<file path="src/rtl/usb_rx_decoder.sv">
// usb_rx_decoder: receive-side bit decoder for a USB 2.0 HS PHY.
// NRZI-decodes the recovered bit stream, detects SYNC, removes stuffed bits,
// assembles bytes LSB-first and frames packets. The HS EOP is detected as a
// bit-stuff violation. A packet is also aborted on a long bit_valid gap.
//
// Ports:
//   clock_480     - 480 MHz receive clock
//   reset_n       - asynchronous active-low reset
//   bit_in        - recovered NRZI line bit
//   bit_valid     - bit_in carries a new bit this cycle
//   rx_active     - high from SYNC detection until the packet ends
//   rx_data       - last assembled byte (bit 0 = first bit received)
//   rx_valid      - one-cycle strobe: rx_data holds a new byte
//   rx_eop        - one-cycle strobe: the packet has terminated
//   rx_error      - one-cycle strobe with rx_eop: abnormal termination
//   rx_byte_count - bytes in the current/last packet, saturating at 2047
//                   (present only when USB_RX_BYTE_COUNT_EN is defined)
//
// Optional feature macro: USB_RX_BYTE_COUNT_EN.
module usb_rx_decoder #(
    parameter int unsigned SYNC_MIN_ZEROS = 12,
    parameter int unsigned IDLE_TIMEOUT   = 16
) (
    input  logic        clock_480,
    input  logic        reset_n,
    input  logic        bit_in,
    input  logic        bit_valid,
    output logic        rx_active,
    output logic [7:0]  rx_data,
    output logic        rx_valid,
    output logic        rx_eop,
    output logic        rx_error
`ifdef USB_RX_BYTE_COUNT_EN
    ,
    output logic [10:0] rx_byte_count
`endif
);

    typedef enum logic [0:0] {StHunt, StData} state_e;

    state_e      state_q, state_d;
    logic        line_prev_q, line_prev_d;
    logic [4:0]  zero_cnt_q, zero_cnt_d;
    logic [2:0]  ones_cnt_q, ones_cnt_d;
    logic [2:0]  bit_cnt_q, bit_cnt_d;
    logic [7:0]  gap_cnt_q, gap_cnt_d;
    logic [6:0]  shift_q, shift_d;
    logic        rx_active_q, rx_active_d;
    logic [7:0]  rx_data_q, rx_data_d;
    logic        rx_valid_q, rx_valid_d;
    logic        rx_eop_q, rx_eop_d;
    logic        rx_error_q, rx_error_d;

    logic dec_bit;
    logic sync_hit, stuff_bit, eop_hit, data_bit, timeout;

    // NRZI: no transition decodes as 1.
    assign dec_bit = (bit_in == line_prev_q);

    // State register.
    always_ff @(posedge clock_480 or negedge reset_n) begin
        if (!reset_n) begin
            state_q <= StHunt;
        end else begin
            state_q <= state_d;
        end
    end

    // Next-state logic and per-cycle event decode.
    always_comb begin
        state_d   = state_q;
        sync_hit  = 1'b0;
        stuff_bit = 1'b0;
        eop_hit   = 1'b0;
        data_bit  = 1'b0;
        timeout   = 1'b0;
        case (state_q)
            StHunt: begin
                if (bit_valid && dec_bit && (32'(zero_cnt_q) >= SYNC_MIN_ZEROS)) begin
                    sync_hit = 1'b1;
                    state_d  = StData;
                end
            end
            StData: begin
                if (bit_valid) begin
                    if (ones_cnt_q == 3'd6) begin
                        // Seventh 1 in a row is illegal: that is the HS EOP.
                        if (dec_bit) begin
                            eop_hit = 1'b1;
                            state_d = StHunt;
                        end else begin
                            stuff_bit = 1'b1;
                        end
                    end else begin
                        data_bit = 1'b1;
                    end
                end else if (32'(gap_cnt_q) + 32'd1 >= IDLE_TIMEOUT) begin
                    timeout = 1'b1;
                    state_d = StHunt;
                end
            end
            default: state_d = StHunt;
        endcase
    end

    // Datapath and registered-output next values.
    always_comb begin
        line_prev_d = bit_valid ? bit_in : line_prev_q;
        zero_cnt_d  = zero_cnt_q;
        ones_cnt_d  = ones_cnt_q;
        bit_cnt_d   = bit_cnt_q;
        gap_cnt_d   = gap_cnt_q;
        shift_d     = shift_q;
        rx_active_d = rx_active_q;
        rx_data_d   = rx_data_q;
        rx_valid_d  = 1'b0;
        rx_eop_d    = 1'b0;
        rx_error_d  = 1'b0;

        if (state_q == StHunt) begin
            if (bit_valid) begin
                if (dec_bit) begin
                    zero_cnt_d = 5'd0;
                end else if (zero_cnt_q != 5'd31) begin
                    zero_cnt_d = zero_cnt_q + 5'd1;
                end
            end
            if (sync_hit) begin
                rx_active_d = 1'b1;
                bit_cnt_d   = 3'd0;
                ones_cnt_d  = 3'd1;  // the SYNC-terminating 1 counts toward stuffing
                gap_cnt_d   = 8'd0;
            end
        end else begin
            gap_cnt_d = bit_valid ? 8'd0 : gap_cnt_q + 8'd1;
            if (stuff_bit) begin
                ones_cnt_d = 3'd0;
            end
            if (data_bit) begin
                // Shift right so the first bit ends up at bit 0.
                shift_d    = {dec_bit, shift_q[6:1]};
                ones_cnt_d = dec_bit ? ones_cnt_q + 3'd1 : 3'd0;
                bit_cnt_d  = bit_cnt_q + 3'd1;
                if (bit_cnt_q == 3'd7) begin
                    rx_data_d  = {dec_bit, shift_q};
                    rx_valid_d = 1'b1;
                end
            end
            if (eop_hit || timeout) begin
                rx_eop_d    = 1'b1;
                // A clean EOP byte (0xFE) leaves exactly 7 bits pending.
                rx_error_d  = timeout || (bit_cnt_q != 3'd7);
                rx_active_d = 1'b0;
                bit_cnt_d   = 3'd0;
                ones_cnt_d  = 3'd0;
                gap_cnt_d   = 8'd0;
            end
        end
    end

    always_ff @(posedge clock_480 or negedge reset_n) begin
        if (!reset_n) begin
            line_prev_q <= 1'b0;
            zero_cnt_q  <= 5'd0;
            ones_cnt_q  <= 3'd0;
            bit_cnt_q   <= 3'd0;
            gap_cnt_q   <= 8'd0;
            shift_q     <= 7'd0;
            rx_active_q <= 1'b0;
            rx_data_q   <= 8'h00;
            rx_valid_q  <= 1'b0;
            rx_eop_q    <= 1'b0;
            rx_error_q  <= 1'b0;
        end else begin
            line_prev_q <= line_prev_d;
            zero_cnt_q  <= zero_cnt_d;
            ones_cnt_q  <= ones_cnt_d;
            bit_cnt_q   <= bit_cnt_d;
            gap_cnt_q   <= gap_cnt_d;
            shift_q     <= shift_d;
            rx_active_q <= rx_active_d;
            rx_data_q   <= rx_data_d;
            rx_valid_q  <= rx_valid_d;
            rx_eop_q    <= rx_eop_d;
            rx_error_q  <= rx_error_d;
        end
    end

    assign rx_active = rx_active_q;
    assign rx_data   = rx_data_q;
    assign rx_valid  = rx_valid_q;
    assign rx_eop    = rx_eop_q;
    assign rx_error  = rx_error_q;

`ifdef USB_RX_BYTE_COUNT_EN
    logic [10:0] byte_cnt_q, byte_cnt_d;

    always_comb begin
        byte_cnt_d = byte_cnt_q;
        if (sync_hit) begin
            byte_cnt_d = 11'd0;
        end else if (rx_valid_d && (byte_cnt_q != 11'h7FF)) begin
            byte_cnt_d = byte_cnt_q + 11'd1;
        end
    end

    always_ff @(posedge clock_480 or negedge reset_n) begin
        if (!reset_n) begin
            byte_cnt_q <= 11'd0;
        end else begin
            byte_cnt_q <= byte_cnt_d;
        end
    end

    assign rx_byte_count = byte_cnt_q;
`endif

endmodule

</file>
<file path="config.mk">
export PLATFORM = sky130hd
export DESIGN_NAME = usb_rx_decoder
export DESIGN_NICKNAME = d
export VERILOG_FILES = /design/src/rtl/usb_rx_decoder.sv
export SDC_FILE = /design/constraint.sdc
export NUM_CORES = 1
export LEC_CHECK = 0
export BUFFER_PORTS_ARGS = -buffer_cell sky130_fd_sc_hd__buf_4
export CAP_MARGIN = 20
export CORE_MARGIN = 2
export CORE_UTILIZATION = 55
export CTS_CLUSTER_DIAMETER = 200
export CTS_CLUSTER_SIZE = 12
export DETAILED_ROUTE_END_ITERATION = 10
export PLACE_DENSITY = 0.83
export SYNTH_ARGS = -nofsm -noshare
export SYNTH_HDL_FRONTEND = slang
export SYNTH_SLANG_ARGS = --single-unit
</file>
<file path="constraint.sdc">
create_clock -name clock_480 -period 4.9 [get_ports clock_480]
set_clock_uncertainty 0.05 [all_clocks]
set_input_delay 0.49 -clock clock_480 [delete_from_list [all_inputs] [get_ports clock_480]]
set_output_delay 0.49 -clock clock_480 [all_outputs]
set_load 0.01 [all_outputs]
</file>
**After elaboration in Yosys (flattened, before gate mapping)**

Index checks and enable logic that the tools add are counted.
Widths: inputs -> output; s select.

- Add/sub/neg operators: 5
- Magnitude comparators: 2
- Equality and inequality tests: 8
- Mux-type cells: 46
- Bitwise gates (word level): 1
- Reduce and logical (&&, ||, !) cells: 12

Operator list:

| operator | count |
|---|---|
| $mux 8 | 4 |
| $mux 3 | 10 |
| $mux 1 | 29 |
| $mux 5 | 2 |
| $add 8x1->9 const B | 1 |
| $ge 9x5->1 const B | 1 |
| $add 8x1->8 const B | 1 |
| $reduce_and 2->1 | 4 |
| $add 3x1->3 const B | 2 |
| $eq 3x3->1 const B | 2 |
| $reduce_and 3->1 | 2 |
| $add 5x1->5 const B | 1 |
| $ge 5x4->1 const B | 1 |
| $ne 5x5->1 const B | 1 |
| $ne 4x1->1 const B | 1 |
| $reduce_bool 2->1 | 2 |
| $ne 3x1->1 const B | 1 |
| $ne 3x3->1 const B | 1 |
| $logic_and 1x1->1 | 2 |
| $logic_or 1x1->1 | 2 |
| $ne 2x1->1 const B | 1 |
| $pmux 1 s2 | 1 |
| $eq 1x1->1 | 1 |
| $not 1->1 | 1 |

- Register bits: 40
- Bits of input ports: 4
- Word-level logic and storage cells: 86

**Depth between registers and ports, before layout**

Gate-level depths: netlist (run 1).

- Depth after elaboration: 9
- Depth in mapped cells: 7

**Least setup slack after synthesis (run 1)**

OpenSTA, ideal clock, no wires.

- Kind: reg2reg
- From: register ones_cnt_q[0]
- To: register shift_q[2]
- Setup time: 0.125 ns
- Data arrival time: 1.500 ns
- Required time: 4.725 ns
- Path slack: 3.225 ns
- Cell stages (with the launch flop): 7
- Path buffers: 1
- Cell sequence: dfrtp_1 > inv_1 > ha_1 > and2_1 > nor2_2 > buf_2 > mux2_2

- Word-level cells in the longest chain between the ends: 5

RTL lines:

| what | line | source |
|---|---|---|
| start, declared | 44 | `logic [2:0] ones_cnt_q, ones_cnt_d;` |
| start signal, assigned | 177 | `ones_cnt_q <= ones_cnt_d;` |
| $eq 3x3->1 | 86 | `if (ones_cnt_q == 3'd6) begin` |
| $mux 1 | 86 |  |
| $mux 1 | 85 | `if (bit_valid) begin` |
| $mux 1 | 77 | `case (state_q)` |
| $reduce_and 2->1 (no line) | n/a |  |
| end signal, assigned | 180 | `shift_q <= shift_d;` |
| end, declared | 47 | `logic [6:0] shift_q, shift_d;` |

No other way between the ends.
A chain may end at the register's enable or synchronous reset.

**Final worst setup path (run 1)**

- From: register ones_cnt_q[0]
- To: register rx_data_q[6], in the netlist rx_data[6]

- Word-level cells in the longest chain between the ends: 5

RTL lines:

| what | line | source |
|---|---|---|
| $eq 3x3->1 | 86 |  |
| $mux 1 | 86 |  |
| $mux 1 | 85 |  |
| $mux 1 | 77 |  |
| $reduce_and 3->1 (no line) | n/a |  |
| end signal, assigned | 182 | `rx_data_q <= rx_data_d;` |
| end, declared | 49 | `logic [7:0] rx_data_q, rx_data_d;` |

No other way between the ends.

==> impl_metrics.csv, run 1 <==
group,metric,value,unit
placement,place_congestion,0.751,
global_route,globalRouteMet2Util,32.3,%
cts,cts_tree,"built",
logic_synthesis,yosysSeqAreaShare,53.7,%
cts,ctsResizeCount,0,
critical_path,cpPeakStageDelay,450,ps
sta,slew_viol_final,0,
logic_synthesis,synth-async-reset-ratio,100,%
floorplanning,placementRows,21,
global_route,grt_pass1_vias,1302,
critical_path,crit_path_start_kind,"flip-flop",
drt,drtIter0Drc,75,
global_route,grt_util_all_layers,19.5,%
cts,ctsRootBufferMaster,"clkbuf_4",
sta,setup_violations,0,
sta,hold_viol,0,
final_layout,antennaDiodeCount,0,
pwr,p_per_area,318,nW/µm²
final_layout,finish.net_count,182,
cts,htree_levels,2,
final_layout,layout-drive-gt1-share,22.9,%
logic_synthesis,synth.distinct_cells,42,
logic_synthesis,syn_nets,165,
global_route,grt_pass1_wl,5900,µm
logic_synthesis,yosysMostFrequentCell,"dfrtp_1",
critical_path,crit_chain,"inv_1, ha_1, and2_1, nor2_2, nand2_2, mux2_1",
floorplanning,die_h,62.2,µm
floorplanning,die-area,3870,µm²
logic_synthesis,ys_seq_elements,40,
sta,fmax,471,MHz
pwr,peakVddDrop,0.214,mV
logic_synthesis,ys_warn_count,0,
drt,avgViaCountPerCell,5.73,
cts,clk_pin_slew,130,ps
pwr,power.leakage,1.09,nW
logic_synthesis,synth_area,1860,µm²
placement,hpwl,2410,µm
global_route,antenna_found_initial,0,
logic_synthesis,avgSynthCellArea,12.3,µm²
sta,post-route-period-util,43.3,%
logic_synthesis,synthFlopType,"dfrtp_1",
global_route,met3_usage,5.07,%
sta,rsz0062_at_grt,"no",
placement,io_buffers,15,
global_route,grt.overflow.total,0,
logic_synthesis,synth_top_area_cell,"dfrtp_1",
hold_path,holdCritPathClass,"in -> async",
critical_path,cp.required,5100,ps
drt,wl_per_cell,15.7,µm
status,status,"complete, no violations",
logic_synthesis,synth.area.top_cells,"dfrtp_1, ha_1, mux2_1, mux2_2, a22o_1",
drt,route.vias.total,1237,
drt,totalWireLength,3380,µm
cts,holdBufCountCts,0,
drt,ant_nets,0,
sta,worst_pin_slew,949,ps
sta,max_slew_margin,36.3,%
cts,cts_buffers,5,
final_layout,final_cell_area,2080,µm²
logic_synthesis,ys_top_cells_by_count,"dfrtp_1, ha_1, nand2_1, mux2_1, mux2_2",
floorplanning,die_w,62.2,µm
sta,finalCriticalPeriod,2120,ps
global_route,top_usage_layer,"met2",
logic_synthesis,synth-edff-count,0,
cts,cts_buffer_depth,2,
critical_path,worstPathArrival,2330,ps
critical_path,cp_num_cells,6,
logic_synthesis,netlist.area_leader.share,53.7,%
drt,drt-pass1-iter-count,4,
cts,clkSinkCount,40,
critical_path,crit_buf_inv,1,
critical_path,cpMaxStageDelayCell,"nor2_2",
cts,post_cts_buffers,0,
critical_path,rr_worst_depth,6,
global_route,grt_use_met1,24.1,%
floorplanning,core_area,3280,µm²
cts,clk_latency,350,ps
floorplanning,initial_core_util,56.7,%
critical_path,cp_top_family,"simple AND/OR/NAND/NOR gates",
flow_run,drv_cap,0,
global_route,grt_max_degree,41,
logic_synthesis,netlist_instances,152,
critical_path,end_kind,"flip-flop",
floorplanning,ios,16,
drt,drc_errors,0,
critical_path,cp_max_fo,13,
final_layout,syn2layout_area_growth,11.9,%
critical_path,crit_type,"reg -> reg",
sta,setup-tns-final,0,ps
placement,placed_area,2000,µm²
-- cell usage in the layout (no fill, tap or decap), types with 3 or more instances in the layout --
| cell type | count |
|---|---|
| dfrtp_1 | 40 |
| buf_4 | 15 |
| nand2_1 | 9 |
| inv_1 | 7 |
| nor2b_1 | 5 |
| a31oi_1 | 4 |
| ha_1 | 9 |
| mux2_1 | 8 |
| nand3_1 | 5 |
| a21oi_1 | 5 |
| and2_1 | 5 |
| a22o_1 | 5 |
| clkbuf_4 | 5 |
| mux2_2 | 8 |
| and3_1 | 3 |
| o21ai_0 | 5 |
-- layout make-up --
type / instances / area, µm²
Clock buffer: 5 / 37.5
Clock inverter: 3 / 47.5
Fill cell: 266 / 1200
Inverter: 7 / 26.3
Multi-Input combinational cell: 100 / 802
Sequential cell: 40 / 1000
Tap cell: 46 / 57.6
Timing Repair Buffer: 15 / 113
-- power breakdown --
part           switching (mW)  internal, mW
registers              0.0214         0.349
logic                  0.0362        0.0303
clock network           0.116         0.109
total                   0.174         0.488
-- path summary, 6_finish.rpt --
path                                     from             to  slack [ps]
worst max-delay path            ones_cnt_q[0]     rx_data[6]        2780
worst min-delay path                  reset_n     shift_q[3]          40
worst max register to register  ones_cnt_q[0]     rx_data[6]        2780
worst min register to register     rx_data[4]     rx_data[4]         460
max in group asynchronous             reset_n  zero_cnt_q[0]        4420
min in group clock_480                 bit_in    line_prev_q         330
-- per-stage QoR --
stage               power (mW)  utilization (%)  std cells  setup slack (ps)  hold WS, ps
floorplan                0.418                -        152              3220          144
global placement         0.434             60.9        208              2710          425
detailed placement       0.443             60.9        208              2700          426
CTS                      0.668             63.5        216              2760         46.8
global route             0.693             63.5        216              2630         70.0
finish                   0.662             63.5        216              2780         39.4
-- registers in the layout, summed over array words and instances, names as in the netlist --
signal	flops
line_prev_q	1
rx_error	1
rx_valid	1
rx_data	8
gap_cnt_q	8
state_q	1
rx_active	1
ones_cnt_q	3
zero_cnt_q	5
bit_cnt_q	3
shift_q	7
rx_eop	1
-- layer usage --
metal  routed length (µm)  up-vias  part of all wire (%)
met5                    0        -                     0
met4                   55        0                   1.6
met3                  168        7                   5.0
met2                 1720       36                    51
met1                 1440      608                    42
li1                     -      586                     -
-- logic make-up after synthesis --
| logic type | synth area share, % |
|---|---|
| AND/OR/NAND/NOR | 12.0 |
| XOR/XNOR | 0.470 |
| flip-flops | 53.7 |
| adder cells (fa/ha/maj) | 6.04 |
| buffers and inverters | 3.22 |
| AO/OA/AOI/OAI | 13.5 |
| multiplexers | 11.0 |
No activity file was read; power rests on OpenSTA's default activity.
==> run 2, diff against run 1 <==
--- a/config.mk
+++ b/config.mk
@@ -8,7 +8,7 @@
 export BUFFER_PORTS_ARGS = -buffer_cell sky130_fd_sc_hd__buf_4
 export CAP_MARGIN = 20
 export CORE_MARGIN = 2
-export CORE_UTILIZATION = 55
+export CORE_UTILIZATION = 52
 export CTS_CLUSTER_DIAMETER = 200
 export CTS_CLUSTER_SIZE = 12
 export DETAILED_ROUTE_END_ITERATION = 10
==> constraint.sdc (replaced) <==
create_clock -name clock_480 -period 1.85 [get_ports clock_480]
set_clock_uncertainty 0.05 [all_clocks]
set_input_delay 0.185 -clock clock_480 [delete_from_list [all_inputs] [get_ports clock_480]]
set_output_delay 0.185 -clock clock_480 [all_outputs]
set_load 0.01 [all_outputs]
==> impl_metrics.csv, run 2 (synthesis results as in run 1) <==
group,metric,value,unit
status,status,"complete, no violations",
critical_path,cpMaxStageDelayCell,"dfrtp_1",
sta,fmax,566,MHz
drt,ant_nets,0,
pwr,peakVddDrop,0.343,mV
hold_path,worstHoldPathCells,2,
sta,whs,28.1,ps
pwr,swShare,27.6,%
hold_path,holdCritPathClass,"in -> reg",
critical_path,reg2reg_slack,80,ps
floorplanning,core_area,3390,µm²
final_layout,final_cell_mix,"dfrtp_1, buf_4, nand2_1",
floorplanning,die_w,63.9,µm
critical_path,cp_max_fo,4,
critical_path,rr_worst_depth,6,
sta,finalCriticalPeriod,1770,ps
critical_path,crit_type,"reg -> reg",
critical_path,cp.required,2040,ps
drt,avgViaCountPerCell,5.67,
pwr,pwr-share-comb,13.7,%
floorplanning,die-area,4080,µm²
critical_path,crit_chain,"ha_4, a31o_1, a211oi_4, buf_4, a211o_1, mux2_4",
sta,post-route-period-util,95.5,%
sta,slew_viol_final,0,
cts,cts_buffers,5,
global_route,grt_pass1_wl,6020,µm
final_layout,layout.cells.most_common,"dfrtp_1",
global_route,grt_pass1_vias,1348,
drt,drtIter0Drc,75,
cts,cts_tree,"built",
final_layout,syn2layout_area_growth,16.7,%
critical_path,cpPeakStageDelay,430,ps
placement,hpwl,2440,µm
pwr,clkPwrFrac,26.6,%
drt,drt-pass1-iter-count,4,
drt,wl_per_cell,15.4,µm
final_layout,final_cell_area,2170,µm²
floorplanning,initial_core_util,55.0,%
pwr,p_sw,0.449,mW
sta,worst_pin_slew,509,ps
placement,io_buffers,15,
critical_path,crit_path_start_kind,"flip-flop",
global_route,grt_util_all_layers,19.2,%
sta,setup_violations,0,
critical_path,worstPathArrival,1960,ps
pwr,p_seq_share,59.7,%
critical_path,cp_num_cells,6,
global_route,antenna_found_initial,0,
final_layout,finish.net_count,192,
critical_path,crit_buf_inv,1,
final_layout,layout-drive-gt1-share,27.2,%
floorplanning,die_h,63.9,µm
drt,drc_errors,0,
global_route,grt.overflow.total,0,
pwr,p_per_area,749,nW/µm²
floorplanning,ios,16,
final_layout,fill_cells,254,
cts,ctsRootBufferMaster,"clkbuf_4",
pwr,power.leakage,1.15,nW
cts,cts_buffer_depth,2,
drt,route.vias.total,1281,
final_layout,final_util,64.2,%
sta,max_slew_margin,66.0,%
cts,clkSinkCount,40,
critical_path,end_kind,"flip-flop",
sta,hold_viol,0,
sta,setup-tns-final,0,ps
pwr,cellInternalPower,1.18,mW
drt,totalWireLength,3480,µm
cts,clk_latency,350,ps
cts,clk_pin_slew,110,ps
final_layout,antennaDiodeCount,0,
flow_run,drv_cap,0,
placement,placed_area,2040,µm²
floorplanning,placementRows,21,
cts,htree_levels,2,
global_route,grt_max_degree,41,
placement,place_congestion,0.807,
critical_path,cp_top_family,"compound AO/OA/AOI/OAI gates",
run 2: cell count changes in the layout (fill, tap and decap cells not counted), sizes merged:
cell	before	now
dlygate4sd3	0	1
buf	15	24
clkinv	2	3
bufinv	1	0
run 2: power groups by stage:
stage          logic, mW  registers, mW  clock network (mW)
2_1_floorplan      0.128          0.980                   0
3_3_place_gp       0.184          0.982                   0
3_5_place_dp       0.195          0.987                   0
4_1_cts            0.206          0.972               0.452
5_1_grt            0.256          0.979               0.498
6_report           0.223          0.972               0.434
run 2: area by class of cell:
class	count	area, µm²	share of cell area, %
clock buffers	5	37.5	1.73
clock inverters	3	18.8	0.863
inverters	7	26.3	1.21
multi-input cells	100	843	38.8
flip-flops and latches	40	1000	46.0
well taps	46	57.6	2.65
repair buffers	25	190	8.75
run 2: stage by stage:
step	total power, mW	setup slack (ps)	cells
floorplan	1.11	175	152
global placement	1.17	121	213
detailed placement	1.18	-54.3	213
CTS	1.63	24.1	223
global route	1.73	-1.47	226
finish	1.63	83.4	226
run 2: layer usage:
metal	global-route usage (%)	vias up	wire length [µm]
met1	21.3	634	1440
met4	8.70	0	108
met3	5.63	14	123
met5	0	-	0
li1	-	600	-
met2	33.9	33	1810
run 2: repair_timing:
action,4_1_cts,5_1_grt
hold buffers,1,0
setup endpoints to repair,1,17
resized for setup,1,5
endpoints found under the hold margin,40,0
pin swaps,1,2
buffers inserted,1,3
run 2: final timing paths:
path	from	end
max	gap_cnt_q[1]	bit_cnt_q[0]
max reg2reg	gap_cnt_q[1]	bit_cnt_q[0]
min	bit_in	line_prev_q
min in group asynchronous	reset_n	ones_cnt_q[0]
min reg2reg	rx_data[6]	rx_data[6]
max in group asynchronous	reset_n	bit_cnt_q[0]
run 2: worst register-to-register path, cell delays in order (launching register included):
cell	delay, ps
dfrtp_1	430
ha_4	170
a31o_1	180
a211oi_4	80
buf_4	160
a211o_1	340
mux2_4	270
